### src/rtl/instr_fetch.sv
// Fetch stage: issues word requests from the PC, queues returned words with their PCs,
// and hands them to decode one at a time. A redirect flushes everything and refetches.
module instr_fetch #(
    parameter logic [31:0] RESET_PC = 32'h0000_0000,
    parameter int          DEPTH    = 2
) (
    input  logic        clk,
    input  logic        rst_n,
    output logic        imemReq,
    output logic [31:0] imemAddr,
    input  logic        imemGnt,
    input  logic        imemRvalid,
    input  logic [31:0] imemRdata,
    output logic [31:0] instr,
    output logic [31:0] instrPc,
    output logic        instrValid,
    input  logic        instrReady,
    input  logic        redirect,
    input  logic [31:0] redirectPc
);

    localparam int CW = $clog2(DEPTH + 1);
    localparam int PW = (DEPTH > 1) ? $clog2(DEPTH) : 1;
    localparam int SW = CW + 2;
    localparam logic [SW-1:0] DEPTH_S  = SW'(DEPTH);
    localparam logic [PW-1:0] LAST_PTR = PW'(DEPTH - 1);

    logic [31:0]   pc;
    logic [CW-1:0] count;
    logic [CW-1:0] outstanding;
    logic [CW-1:0] drop;
    logic [PW-1:0] qHead;
    logic [PW-1:0] qTail;
    logic [PW-1:0] pcqHead;
    logic [PW-1:0] pcqTail;
    logic [31:0]   qInstr [DEPTH];
    logic [31:0]   qPc    [DEPTH];
    logic [31:0]   pcqMem [DEPTH];

    logic [SW-1:0] occupancy;
    logic          grant;
    logic          respOk;
    logic          respDrop;
    logic          push;
    logic          pop;
    logic          unusedBits;

    function automatic logic [PW-1:0] bump(input logic [PW-1:0] p);
        return (p == LAST_PTR) ? '0 : p + PW'(1);
    endfunction

    assign unusedBits = ^redirectPc[1:0];

    assign instrValid = (count != '0);
    assign pop        = instrValid && instrReady;

    // A pop this cycle frees a slot immediately; without it DEPTH=2 cannot sustain one word per cycle.
    assign occupancy = SW'(outstanding) + SW'(drop) + SW'(count) - SW'(pop);
    assign imemReq   = rst_n && !redirect && (occupancy < DEPTH_S);
    assign imemAddr  = pc;
    assign grant     = imemReq && imemGnt;

    // A response with nothing in flight is a protocol violation and is ignored.
    assign respOk   = imemRvalid && ((outstanding != '0) || (drop != '0));
    assign respDrop = respOk && (drop != '0);
    assign push     = respOk && (drop == '0) && !redirect;

    assign instr   = instrValid ? qInstr[qHead] : '0;
    assign instrPc = instrValid ? qPc[qHead]    : '0;

    always_ff @(posedge clk or negedge rst_n) begin
        if (!rst_n) begin
            pc          <= {RESET_PC[31:2], 2'b00};
            count       <= '0;
            outstanding <= '0;
            drop        <= '0;
            qHead       <= '0;
            qTail       <= '0;
            pcqHead     <= '0;
            pcqTail     <= '0;
        end else if (redirect) begin
            pc          <= {redirectPc[31:2], 2'b00};
            count       <= '0;
            qHead       <= '0;
            qTail       <= '0;
            pcqHead     <= '0;
            pcqTail     <= '0;
            drop        <= drop + outstanding - CW'(respOk);
            outstanding <= '0;
        end else begin
            if (grant) begin
                pc      <= pc + 32'd4;
                pcqTail <= bump(pcqTail);
            end
            outstanding <= outstanding + CW'(grant) - CW'(push);
            if (respDrop) begin
                drop <= drop - CW'(1);
            end
            count <= count + CW'(push) - CW'(pop);
            if (push) begin
                qTail   <= bump(qTail);
                pcqHead <= bump(pcqHead);
            end
            if (pop) begin
                qHead <= bump(qHead);
            end
        end
    end

    // Payload storage carries no reset; validity is tracked entirely by the counters above.
    always_ff @(posedge clk) begin
        if (push) begin
            qInstr[qTail] <= imemRdata;
            qPc[qTail]    <= pcqMem[pcqHead];
        end
        if (grant) begin
            pcqMem[pcqTail] <= pc;
        end
    end

    assert property (@(posedge clk) disable iff (!rst_n)
        imemRvalid |-> ((outstanding != '0) || (drop != '0)))
        else $error("instr_fetch: response with no request in flight");

endmodule

### config.mk
export PLATFORM = sky130hd
export DESIGN_NAME = instr_fetch
export DESIGN_NICKNAME = d
export VERILOG_FILES = /design/src/rtl/instr_fetch.sv
export SDC_FILE = /design/constraint.sdc
export NUM_CORES = 1
export LEC_CHECK = 0
export CAP_MARGIN = 20
export CORE_MARGIN = 8
export CORE_UTILIZATION = 40
export DETAILED_ROUTE_END_ITERATION = 12
export SETUP_SLACK_MARGIN = 0.5
export SLEW_MARGIN = 25
export SYNTH_ARGS = -nofsm -noshare
export SYNTH_HDL_FRONTEND = slang
export SYNTH_SLANG_ARGS = --single-unit
### constraint.sdc
create_clock -name clk -period 7.18 [get_ports clk]
set_input_delay 1.077 -clock clk [delete_from_list [all_inputs] [get_ports clk]]
set_output_delay 1.077 -clock clk [all_outputs]
set_load 0.005 [all_outputs]
## Word level (Yosys, flattened, before mapping)

Memory sizes are Yosys's and may differ from the RTL's.
Cells that the tools add are included.

| word-level totals | value |
|---|---|
| register bits | 42 |
| RAM bits | 192 |
| output and inout bits | 98 |
| memories kept | 3 |

| cells by class | value |
|---|---|
| add/sub/neg operators | 15 |
| $lt $le $gt $ge | 1 |
| mux-type cells | 24 |
| reduce and logical (&&, ||, !) cells | 18 |

Memory list:

| name | depth | width | read ports | clocked after Yosys merged registers in | wr ports | line | RTL |
|---|---|---|---|---|---|---|---|
| pcqMem | 2 | 32 | 1 | 0 | 1 | 38 | `logic [31:0] pcqMem [DEPTH];` |
| qInstr | 2 | 32 | 1 | 0 | 1 | 36 | `logic [31:0] qInstr [DEPTH];` |
| qPc | 2 | 32 | 1 | 0 | 1 | 37 | `logic [31:0] qPc [DEPTH];` |

Operators by type and width:

| operator | number |
|---|---|
| two-way mux 32 bit | 4 |
| adder 32 x 3 -> 32 bit, second input constant | 1 |
| two-way mux 1 bit | 16 |
| nonzero test 2 bit | 7 |
| logical AND 1 bit | 8 |
| two-way mux 2 bit | 4 |
| subtractor 2 x 1 -> 2 bit | 3 |
| adder 1 bit, second input constant | 4 |
| adder 2 x 1 -> 2 bit | 2 |
| adder 3 x 2 -> 4 bit | 1 |
| less-than comparator 4 x 2 -> 1 bit, second input constant | 1 |
| subtractor 4 x 1 -> 4 bit | 1 |
| adder 2 x 2 -> 3 bit | 1 |
| adder 2 bit | 1 |
| logical NOT 2 bit | 1 |
| subtractor 2 x 1 -> 2 bit, second input constant | 1 |
| logical NOT 1 bit | 1 |
| logical OR 1 bit | 1 |

## Longest topological paths before layout

Gate-level depths: netlist (run 1).

| logic depth | value |
|---|---|
| word-level depth | 9 |
| gate-level depth with buffers | 18 |

## Worst setup path before layout (run 1)

Ideal clock, no wire load.

| timing path | value |
|---|---|
| path kind | input port to flip-flop |
| start point | in instrReady |
| end point | mem pcqMem[0][10] (enable) |
| setup time | 417 ps |
| arrival time | 4,467 ps |
| required time | 6,763 ps |
| setup slack | 2,297 ps |
| stages on the path | 12 |
| path through | and2_1 > ha_1 > inv_1 > ha_1 > a21o_1 > ha_1 > fa_1 > nor4b_2 > and3_1 > buf_4 > inv_4 > nor2_1 |

| on the way | value |
|---|---|
| longest elaborated chain between the ends | 7 |

RTL lines:

| what | line | RTL |
|---|---|---|
| from (decl) | 17 | `input logic instrReady,` |
| logical AND 1 bit | 55 | `assign pop = instrValid && instrReady;` |
| subtractor 4 x 1 -> 4 bit | 58 | `assign occupancy = SW'(outstanding) + SW'(drop) + SW'(count) - SW'(pop);` |
| less-than comparator 4 x 2 -> 1 bit | 59 | `assign imemReq = rst_n && !redirect && (occupancy < DEPTH_S);` |
| logical AND 1 bit | 59 |  |
| logical AND 1 bit | 61 | `assign grant = imemReq && imemGnt;` |
| two-way mux 1 bit | 116 | `if (grant) begin` |
| two-way mux 1 bit (not written as such) | 117 | `pcqMem[pcqTail] <= pc;` |
| to (decl) | 38 |  |

Every way passes these cells.

## Final worst setup path (run 1)

| timing path | value |
|---|---|
| start point | in instrReady |
| end point | out imemReq |

| on the way | value |
|---|---|
| longest elaborated chain between the ends | 4 |

RTL lines:

| what | line | RTL |
|---|---|---|
| logical AND 1 bit | 55 |  |
| subtractor 4 x 1 -> 4 bit | 58 |  |
| less-than comparator 4 x 2 -> 1 bit | 59 |  |
| logical AND 1 bit | 59 |  |
| to (decl) | 9 | `output logic imemReq,` |

Every way passes these cells.

==> metrics.txt, run 1 <==
# TYPE chip_impl_metric gauge
chip_impl_info{name="status",value="complete, no violations"} 1
chip_impl_metric{name="cts_hold_repair.buffers",unit=""} 0
chip_impl_metric{name="multiInputGateArea",unit="mm2"} 0.00279
chip_impl_info{name="synth-main-ff-cell",value="sky130_fd_sc_hd__edfxtp_1"} 1
chip_impl_metric{name="post-route-min-period",unit="ns"} 5.05
chip_impl_metric{name="dp_hpwl",unit="um"} 14300
chip_impl_metric{name="finalSetupViolCount",unit=""} 0
chip_impl_metric{name="drt.antenna.violating_nets",unit=""} 0
chip_impl_metric{name="power_density_over_the_cells",unit="mW/mm2"} 325
chip_impl_metric{name="ys_ff_latch",unit=""} 224
chip_impl_info{name="final_common_cell",value="sky130_fd_sc_hd__edfxtp_1"} 1
chip_impl_info{name="worst_r2r_endpoint",value="pcqMem[1][27]$_DFFE_PP_"} 1
chip_impl_metric{name="height_of_the_die",unit="um"} 170
chip_impl_metric{name="placeableCoreArea",unit="mm2"} 0.0234
chip_impl_metric{name="path_max_fanout",unit=""} 3
chip_impl_metric{name="max_slew_margin",unit="%"} 39.0
chip_impl_metric{name="port-buffer-count",unit=""} 161
chip_impl_metric{name="numCtsBuffers",unit=""} 25
chip_impl_metric{name="grt_max_degree",unit=""} 74
chip_impl_metric{name="post-synth-top-area-fraction",unit="%"} 58.2
chip_impl_info{name="regToRegStartpoint",value="count[0]$_DFF_PN0_"} 1
chip_impl_metric{name="area_growth",unit="%"} 28.6
chip_impl_metric{name="vias",unit=""} 5594
chip_impl_metric{name="r2r_cell_count",unit=""} 13
chip_impl_metric{name="post_synth.cell_area_avg",unit="um2"} 14.9
chip_impl_metric{name="final_net_count",unit=""} 888
chip_impl_metric{name="clk-insertion-delay-late",unit="ns"} 0.51
chip_impl_metric{name="drc_errors",unit=""} 0
chip_impl_metric{name="slew_viol_final",unit=""} 0
chip_impl_metric{name="fin_setup_tns",unit="ns"} 0
chip_impl_metric{name="crit_required",unit="ns"} 6.10
chip_impl_metric{name="grt_pass1_wl",unit="um"} 33300
chip_impl_metric{name="finish.cell_count_without_fillers",unit=""} 1140
chip_impl_info{name="root_buffer",value="sky130_fd_sc_hd__clkbuf_16"} 1
chip_impl_metric{name="max_root_sink_buffers",unit=""} 3
chip_impl_metric{name="post_synth_cell_types",unit=""} 48
chip_impl_info{name="yosys.area.top_type",value="sky130_fd_sc_hd__edfxtp_1"} 1
chip_impl_metric{name="cts-htree-levels",unit=""} 1
chip_impl_metric{name="fin_worst_hold_slack",unit="ns"} 0.552
chip_impl_metric{name="start_util",unit="%"} 40.5
chip_impl_metric{name="max_cap_violations",unit=""} 0
chip_impl_metric{name="synth_cells",unit=""} 636
chip_impl_metric{name="arrival_worst_endpoint",unit="ns"} 3.97
chip_impl_info{name="unrepaired_setup_endpoints_after_global_routing",value="no"} 1
chip_impl_metric{name="detailedRoute.firstIterationViolations",unit=""} 323
chip_impl_info{name="most-common-layout-cells",value="sky130_fd_sc_hd__edfxtp_1 (184), sky130_fd_sc_hd__clkdlybuf4s50_1 (159), sky130_fd_sc_hd__nor2_1 (77)"} 1
chip_impl_metric{name="hold_violations",unit=""} 0
chip_impl_metric{name="worst_clock_skew",unit="ns"} 0.00765
chip_impl_metric{name="place_inst",unit=""} 1096
chip_impl_info{name="synth_area_leaders",value="sky130_fd_sc_hd__edfxtp_1 (58%), sky130_fd_sc_hd__dfrtp_1 (11%), sky130_fd_sc_hd__mux2i_1 (6.6%), sky130_fd_sc_hd__mux2_2 (3.7%), sky130_fd_sc_hd__nor2_1 (3.2%)"} 1
chip_impl_info{name="clock_tree_from_tritoncts",value="yes"} 1
chip_impl_metric{name="post-route-period-util",unit="%"} 70.3
chip_impl_metric{name="gp_congestion",unit=""} 0.779
chip_impl_metric{name="number_of_global_route_vias_before_repair",unit=""} 6031
chip_impl_metric{name="ff_latch_area",unit="mm2"} 0.00653
chip_impl_metric{name="fmax",unit="MHz"} 198
chip_impl_info{name="endpoint_kind",value="output port"} 1
chip_impl_metric{name="peak_vdd_ir",unit="V"} 0.000170
chip_impl_metric{name="worst-slew-pin-transition",unit="ns"} 0.913
chip_impl_metric{name="drive_gt1_share",unit="%"} 11.9
chip_impl_metric{name="synth.cell_area",unit="mm2"} 0.00949
chip_impl_metric{name="fill_cells",unit=""} 2002
chip_impl_metric{name="floorplan.die.width",unit="um"} 170
chip_impl_info{name="worstSetupPathType",value="input port to output port"} 1
chip_impl_metric{name="synth_edf_count",unit=""} 184
chip_impl_info{name="startpoint_type",value="input port"} 1
chip_impl_metric{name="die-area",unit="mm2"} 0.0289
chip_impl_metric{name="path_clk_slew",unit="ns"} 0.06
chip_impl_metric{name="antenna_violations_before_repair",unit=""} 1
chip_impl_metric{name="design.portCount",unit=""} 168
chip_impl_metric{name="postCtsSetupRepairBufs",unit=""} 0
chip_impl_metric{name="cts.sink_count",unit=""} 224
chip_impl_metric{name="post_synthesis_async_set_or_reset_flop_share",unit="%"} 17.9
chip_impl_metric{name="synthesis.yosys.warnings",unit=""} 0
chip_impl_metric{name="gr-total-overflow",unit=""} 0
chip_impl_metric{name="yosysSeqAreaShare",unit="%"} 68.8
chip_impl_metric{name="power.total",unit="W"} 0.00396
chip_impl_metric{name="placement_rows",unit=""} 56
chip_impl_info{name="worstHoldPathType",value="input port to asynchronous set/reset pin"} 1
chip_impl_metric{name="drt_wl_total",unit="um"} 21300
chip_impl_metric{name="antenna_cells",unit=""} 0
chip_impl_metric{name="drt_first_pass_iters",unit=""} 4
chip_impl_metric{name="rrSetupSlack",unit="ns"} 2.88
chip_impl_metric{name="cts-resized-gates",unit=""} 0
chip_impl_metric{name="p_leak",unit="nW"} 4.12
chip_impl_metric{name="grt_util_all_layers",unit="%"} 14.7
chip_impl_metric{name="wire_per_inst",unit="um"} 18.7
chip_impl_metric{name="via_per_inst",unit=""} 4.91
==> Yosys cell counts (all sizes together) (13+ instances only) <==
| library cell | count |
|---|---|
| mux2i | 63 |
| mux2 | 31 |
| clkbuf | 15 |
| o21ai | 24 |
| nor2 | 80 |
| dfrtp | 40 |
| edfxtp | 184 |
| inv | 17 |
| buf | 15 |
| xnor2 | 21 |
| xor2 | 21 |
| nand2 | 42 |
| nand4 | 13 |
==> sequential cells by signal, summed over array words and instances (netlist names) <==
name,cells
drop,2
pcqHead,1
pcqTail,1
qPc,60
qHead,1
outstanding,2
pcqMem,60
qTail,1
count,2
imemAddr,30
qInstr,64
==> worst max path at each step <==
stage / start / end / slack (ns) / cells past startpoint
CTS: instrReady / imemReq / 2.11 / 10
finish: instrReady / imemReq / 2.13 / 10
global placement: instrReady / pcqMem[1][31]$_DFFE_PP_ / 2.10 / 11
floorplan: instrReady / pcqMem[0][10]$_DFFE_PP_ / 2.30 / 12
global route: instrReady / imemReq / 1.94 / 11
detailed placement: instrReady / pcqMem[1][24]$_DFFE_PP_ / 1.96 / 11
==> layout make-up <==
class,count,share of cell area [%]
repair buffers,168,13.6
multi-input cells,368,22.8
flip-flops and latches,224,53.5
clock buffers,36,5.63
inverters,17,0.544
well taps,319,3.27
clock inverters,8,0.595
==> routing by layer <==
| layer | up-vias | GRT usage (%) | wire, um |
|---|---|---|---|
| met5 | - | 0 | 9 |
| met4 | 2 | 4.04 | 473 |
| met3 | 37 | 3.27 | 1400 |
| met2 | 164 | 25.5 | 10200 |
| met1 | 2740 | 18.3 | 9220 |
| li1 | 2651 | - | - |
==> kinds of logic after synthesis <==
group	Yosys count	share of synthesized area (%)
other cells	1	0.0395
compound gates	36	2.31
flops	224	68.8
simple gates	178	10.4
xor+xnor	42	3.88
buf+inv	47	2.24
fa+ha+maj	14	2.00
mux	94	10.3
==> metrics by stage <==
step / instance area, um2 / util, % / setup slack, ns
6_report: 12200 / 52.1 / 2.13
5_1_grt: 12200 / 52.1 / 1.94
4_1_cts: 12200 / 52.1 / 2.11
3_5_place_dp: 11400 / 48.9 / 1.96
3_3_place_gp: 11400 / 48.9 / 2.10
2_1_floorplan: 9500 / - / 2.30
==> critical path, stage by stage <==
cell                              delay, ns
sky130_fd_sc_hd__clkdlybuf4s50_1       0.45
sky130_fd_sc_hd__and2_1                0.19
sky130_fd_sc_hd__ha_1                  0.17
sky130_fd_sc_hd__inv_1                 0.05
sky130_fd_sc_hd__fa_1                  0.43
sky130_fd_sc_hd__ha_1                  0.21
sky130_fd_sc_hd__fa_1                  0.46
sky130_fd_sc_hd__nor4b_2               0.24
sky130_fd_sc_hd__and2_1                0.17
sky130_fd_sc_hd__clkdlybuf4s50_1       0.52
==> power by group <==
group          internal, W  total, W  switching (W)
combinational     0.000590   0.00114       0.000552
clock             0.000699   0.00118       0.000478
sequential         0.00154   0.00164      0.0000985
total              0.00283   0.00396        0.00113
Power figures use the tool's default switching activity.
==> run 2, diff against run 1 <==
--- a/config.mk
+++ b/config.mk
@@ -9,6 +9,7 @@
 export CORE_MARGIN = 8
 export CORE_UTILIZATION = 40
 export DETAILED_ROUTE_END_ITERATION = 12
+export PLACE_DENSITY = 0.66
 export SETUP_SLACK_MARGIN = 0.5
 export SLEW_MARGIN = 25
 export SYNTH_ARGS = -nofsm -noshare
==> constraint.sdc (replaced) <==
create_clock -name clk -period 4.1 [get_ports clk]
set_input_delay 0.615 -clock clk [delete_from_list [all_inputs] [get_ports clk]]
set_output_delay 0.615 -clock clk [all_outputs]
set_load 0.005 [all_outputs]
==> metrics.txt, run 2 (synthesis results as in run 1) <==
# TYPE chip_impl_metric gauge
chip_impl_metric{name="setup_ws",unit="ns"} 0.426
chip_impl_metric{name="fin_setup_tns",unit="ns"} 0
chip_impl_metric{name="final_net_count",unit=""} 916
chip_impl_metric{name="placeableCoreArea",unit="mm2"} 0.0234
chip_impl_metric{name="wire_per_inst",unit="um"} 18.1
chip_impl_metric{name="p_leak",unit="nW"} 4.29
chip_impl_metric{name="arrival_worst_endpoint",unit="ns"} 3.06
chip_impl_metric{name="height_of_the_die",unit="um"} 170
chip_impl_metric{name="cts.sink_count",unit=""} 224
chip_impl_metric{name="slew_viol_final",unit=""} 0
chip_impl_metric{name="number_of_global_route_vias_before_repair",unit=""} 5815
chip_impl_metric{name="port-buffer-count",unit=""} 161
chip_impl_metric{name="place_ws",unit="ns"} 0.00854
chip_impl_metric{name="power.switching_fraction",unit="%"} 28.6
chip_impl_metric{name="max_slew_margin",unit="%"} 50.3
chip_impl_metric{name="comb_power_share",unit="%"} 31.4
chip_impl_metric{name="clk-insertion-delay-late",unit="ns"} 0.51
chip_impl_metric{name="die-area",unit="mm2"} 0.0289
chip_impl_metric{name="area_growth",unit="%"} 31.7
chip_impl_info{name="clock_tree_from_tritoncts",value="yes"} 1
chip_impl_metric{name="power.internal",unit="W"} 0.00512
chip_impl_metric{name="drt_wl_total",unit="um"} 21100
chip_impl_metric{name="drt_first_pass_iters",unit=""} 4
chip_impl_info{name="timing.critical_path.mode_cell",value="sky130_fd_sc_hd__ha_4"} 1
chip_impl_metric{name="post-route-period-util",unit="%"} 89.6
chip_impl_metric{name="fmax",unit="MHz"} 272
chip_impl_metric{name="crit_required",unit="ns"} 3.48
chip_impl_metric{name="max_root_sink_buffers",unit=""} 3
chip_impl_metric{name="worst-slew-pin-transition",unit="ns"} 0.745
chip_impl_metric{name="drive_gt1_share",unit="%"} 16.1
chip_impl_metric{name="path_max_fanout",unit=""} 2
chip_impl_metric{name="drc_errors",unit=""} 0
chip_impl_metric{name="power_density_over_the_cells",unit="mW/mm2"} 573
chip_impl_metric{name="netSwitchingPower",unit="W"} 0.00205
chip_impl_metric{name="hold_violations",unit=""} 0
chip_impl_metric{name="gp_congestion",unit=""} 0.784
chip_impl_metric{name="finalSetupViolCount",unit=""} 0
chip_impl_metric{name="fill_cells",unit=""} 1977
chip_impl_info{name="reg.largest.list",value="qInstr x64, pcqMem x60, qPc x60"} 1
chip_impl_info{name="worstSetupPathType",value="flip-flop to output port"} 1
chip_impl_metric{name="vias",unit=""} 5639
chip_impl_metric{name="floorplan.die.width",unit="um"} 170
chip_impl_metric{name="grt_max_degree",unit=""} 63
chip_impl_info{name="worstHoldPathType",value="input port to asynchronous set/reset pin"} 1
chip_impl_info{name="status",value="complete, no violations"} 1
chip_impl_metric{name="utilization",unit="%"} 53.4
chip_impl_info{name="crit_family",value="adder cells"} 1
chip_impl_metric{name="critical_path.max_stage_delay",unit="ns"} 0.46
chip_impl_metric{name="max_cap_violations",unit=""} 0
chip_impl_info{name="cp_cell_sequence",value="nor2_4 > inv_2 > and2_4 > ha_4 > inv_4 > ha_4 > a21o_1 > ha_2 > fa_1 > nor4b_2 > and2_1 > buf_2"} 1
chip_impl_info{name="unrepaired_setup_endpoints_after_global_routing",value="yes"} 1
chip_impl_metric{name="worst_clock_skew",unit="ns"} 0.0120
chip_impl_metric{name="numCtsBuffers",unit=""} 25
chip_impl_info{name="cp_slowest_cell",value="sky130_fd_sc_hd__fa_1"} 1
chip_impl_metric{name="via_per_inst",unit=""} 4.82
chip_impl_metric{name="max_ffs_per_register",unit=""} 64
chip_impl_metric{name="pwr-share-clk",unit="%"} 27.9
chip_impl_metric{name="detailedRoute.firstIterationViolations",unit=""} 359
chip_impl_metric{name="dp_hpwl",unit="um"} 14100
chip_impl_metric{name="part_of_the_power_in_registers",unit="%"} 40.7
chip_impl_metric{name="grt_pass1_wl",unit="um"} 32500
chip_impl_metric{name="peak_vdd_ir",unit="V"} 0.000482
chip_impl_info{name="endpoint_kind",value="output port"} 1
chip_impl_metric{name="design.portCount",unit=""} 168
chip_impl_info{name="final_common_cell",value="sky130_fd_sc_hd__edfxtp_1"} 1
chip_impl_info{name="root_buffer",value="sky130_fd_sc_hd__clkbuf_16"} 1
chip_impl_metric{name="cts-htree-levels",unit=""} 1
chip_impl_info{name="startpoint_type",value="flip-flop"} 1
chip_impl_metric{name="critical_path.n_buffers_inverters",unit=""} 3
chip_impl_metric{name="placement_rows",unit=""} 56
chip_impl_metric{name="antenna_violations_before_repair",unit=""} 0
chip_impl_metric{name="post-route-min-period",unit="ns"} 3.67
chip_impl_metric{name="antenna_cells",unit=""} 0
chip_impl_metric{name="start_util",unit="%"} 40.5
chip_impl_metric{name="drt.antenna.violating_nets",unit=""} 0
chip_impl_metric{name="path_clk_slew",unit="ns"} 0.06
chip_impl_metric{name="gr-total-overflow",unit=""} 0
chip_impl_metric{name="grt_util_all_layers",unit="%"} 14.4
chip_impl_info{name="most-common-layout-cells",value="sky130_fd_sc_hd__edfxtp_1 (184), sky130_fd_sc_hd__clkdlybuf4s50_1 (157), sky130_fd_sc_hd__nor2_1 (77)"} 1
chip_impl_info{name="top_register",value="qInstr"} 1
chip_impl_metric{name="cts_hold_repair.buffers",unit=""} 0
-- run 2: worst paths after layout --
check	start	to	slack [ns]	cells after the start
setup / recovery	count[1]$_DFF_PN0_	imemReq	0.43	12
hold / removal	rst_n	drop[1]$_DFFE_PN0P_	0.07	1
setup reg to reg	count[1]$_DFF_PN0_	outstanding[0]$_DFF_PN0_	0.61	16
hold reg to reg	pcqMem[1][2]$_DFFE_PP_	qPc[0][2]$_DFFE_PP_	0.55	1
max in group asynchronous	rst_n	imemAddr[14]$_DFFE_PN0P_	3.32	2
min in group clk	pcqMem[1][2]$_DFFE_PP_	qPc[0][2]$_DFFE_PP_	0.55	1
-- run 2: routing by layer --
layer	part of all wire [%]	track usage (%)
met5	0	0
met4	1.9	3.66
met3	6.4	2.90
met2	48	24.5
met1	44	18.6
-- run 2: power by group through the flow --
| stage | Sequential [W] | Combinational (W) | Clock, W |
|---|---|---|---|
| after floorplan | 0.00285 | 0.00110 | 0 |
| final | 0.00291 | 0.00225 | 0.00200 |
| after CTS | 0.00292 | 0.00227 | 0.00206 |
| after detailed placement | 0.00296 | 0.00207 | 0 |
| after global placement | 0.00296 | 0.00205 | 0 |
| after global routing | 0.00294 | 0.00246 | 0.00214 |
-- run 2: area by class of cell --
| class | count | area, um2 | share of cell area, % |
|---|---|---|---|
| clock inverters | 10 | 60.1 | 0.480 |
| clock buffers | 35 | 683 | 5.47 |
| flip-flops and latches | 224 | 6530 | 52.3 |
| inverters | 17 | 68.8 | 0.551 |
| multi-input cells | 368 | 2820 | 22.5 |
| repair buffers | 196 | 1940 | 15.5 |
| well taps | 319 | 399 | 3.19 |
-- run 2: per-stage QoR --
stage | std cells | power, W | hold WS, ns | instance area [um2]
2_1_floorplan | 639 | 0.00395 | 0.319 | 9530
3_3_place_gp | 1106 | 0.00500 | 0.544 | 11600
3_5_place_dp | 1106 | 0.00504 | 0.550 | 11600
4_1_cts | 1168 | 0.00724 | 0.0654 | 12500
5_1_grt | 1169 | 0.00754 | 0.0905 | 12500
6_report | 1169 | 0.00716 | 0.0739 | 12500
-- run 2: what timing repair did --
action	in CTS	in global routing
resized for setup	8	4
setup buffers	17	1
pin swaps	8	6
setup endpoints to repair	3	36
cloned	0	0
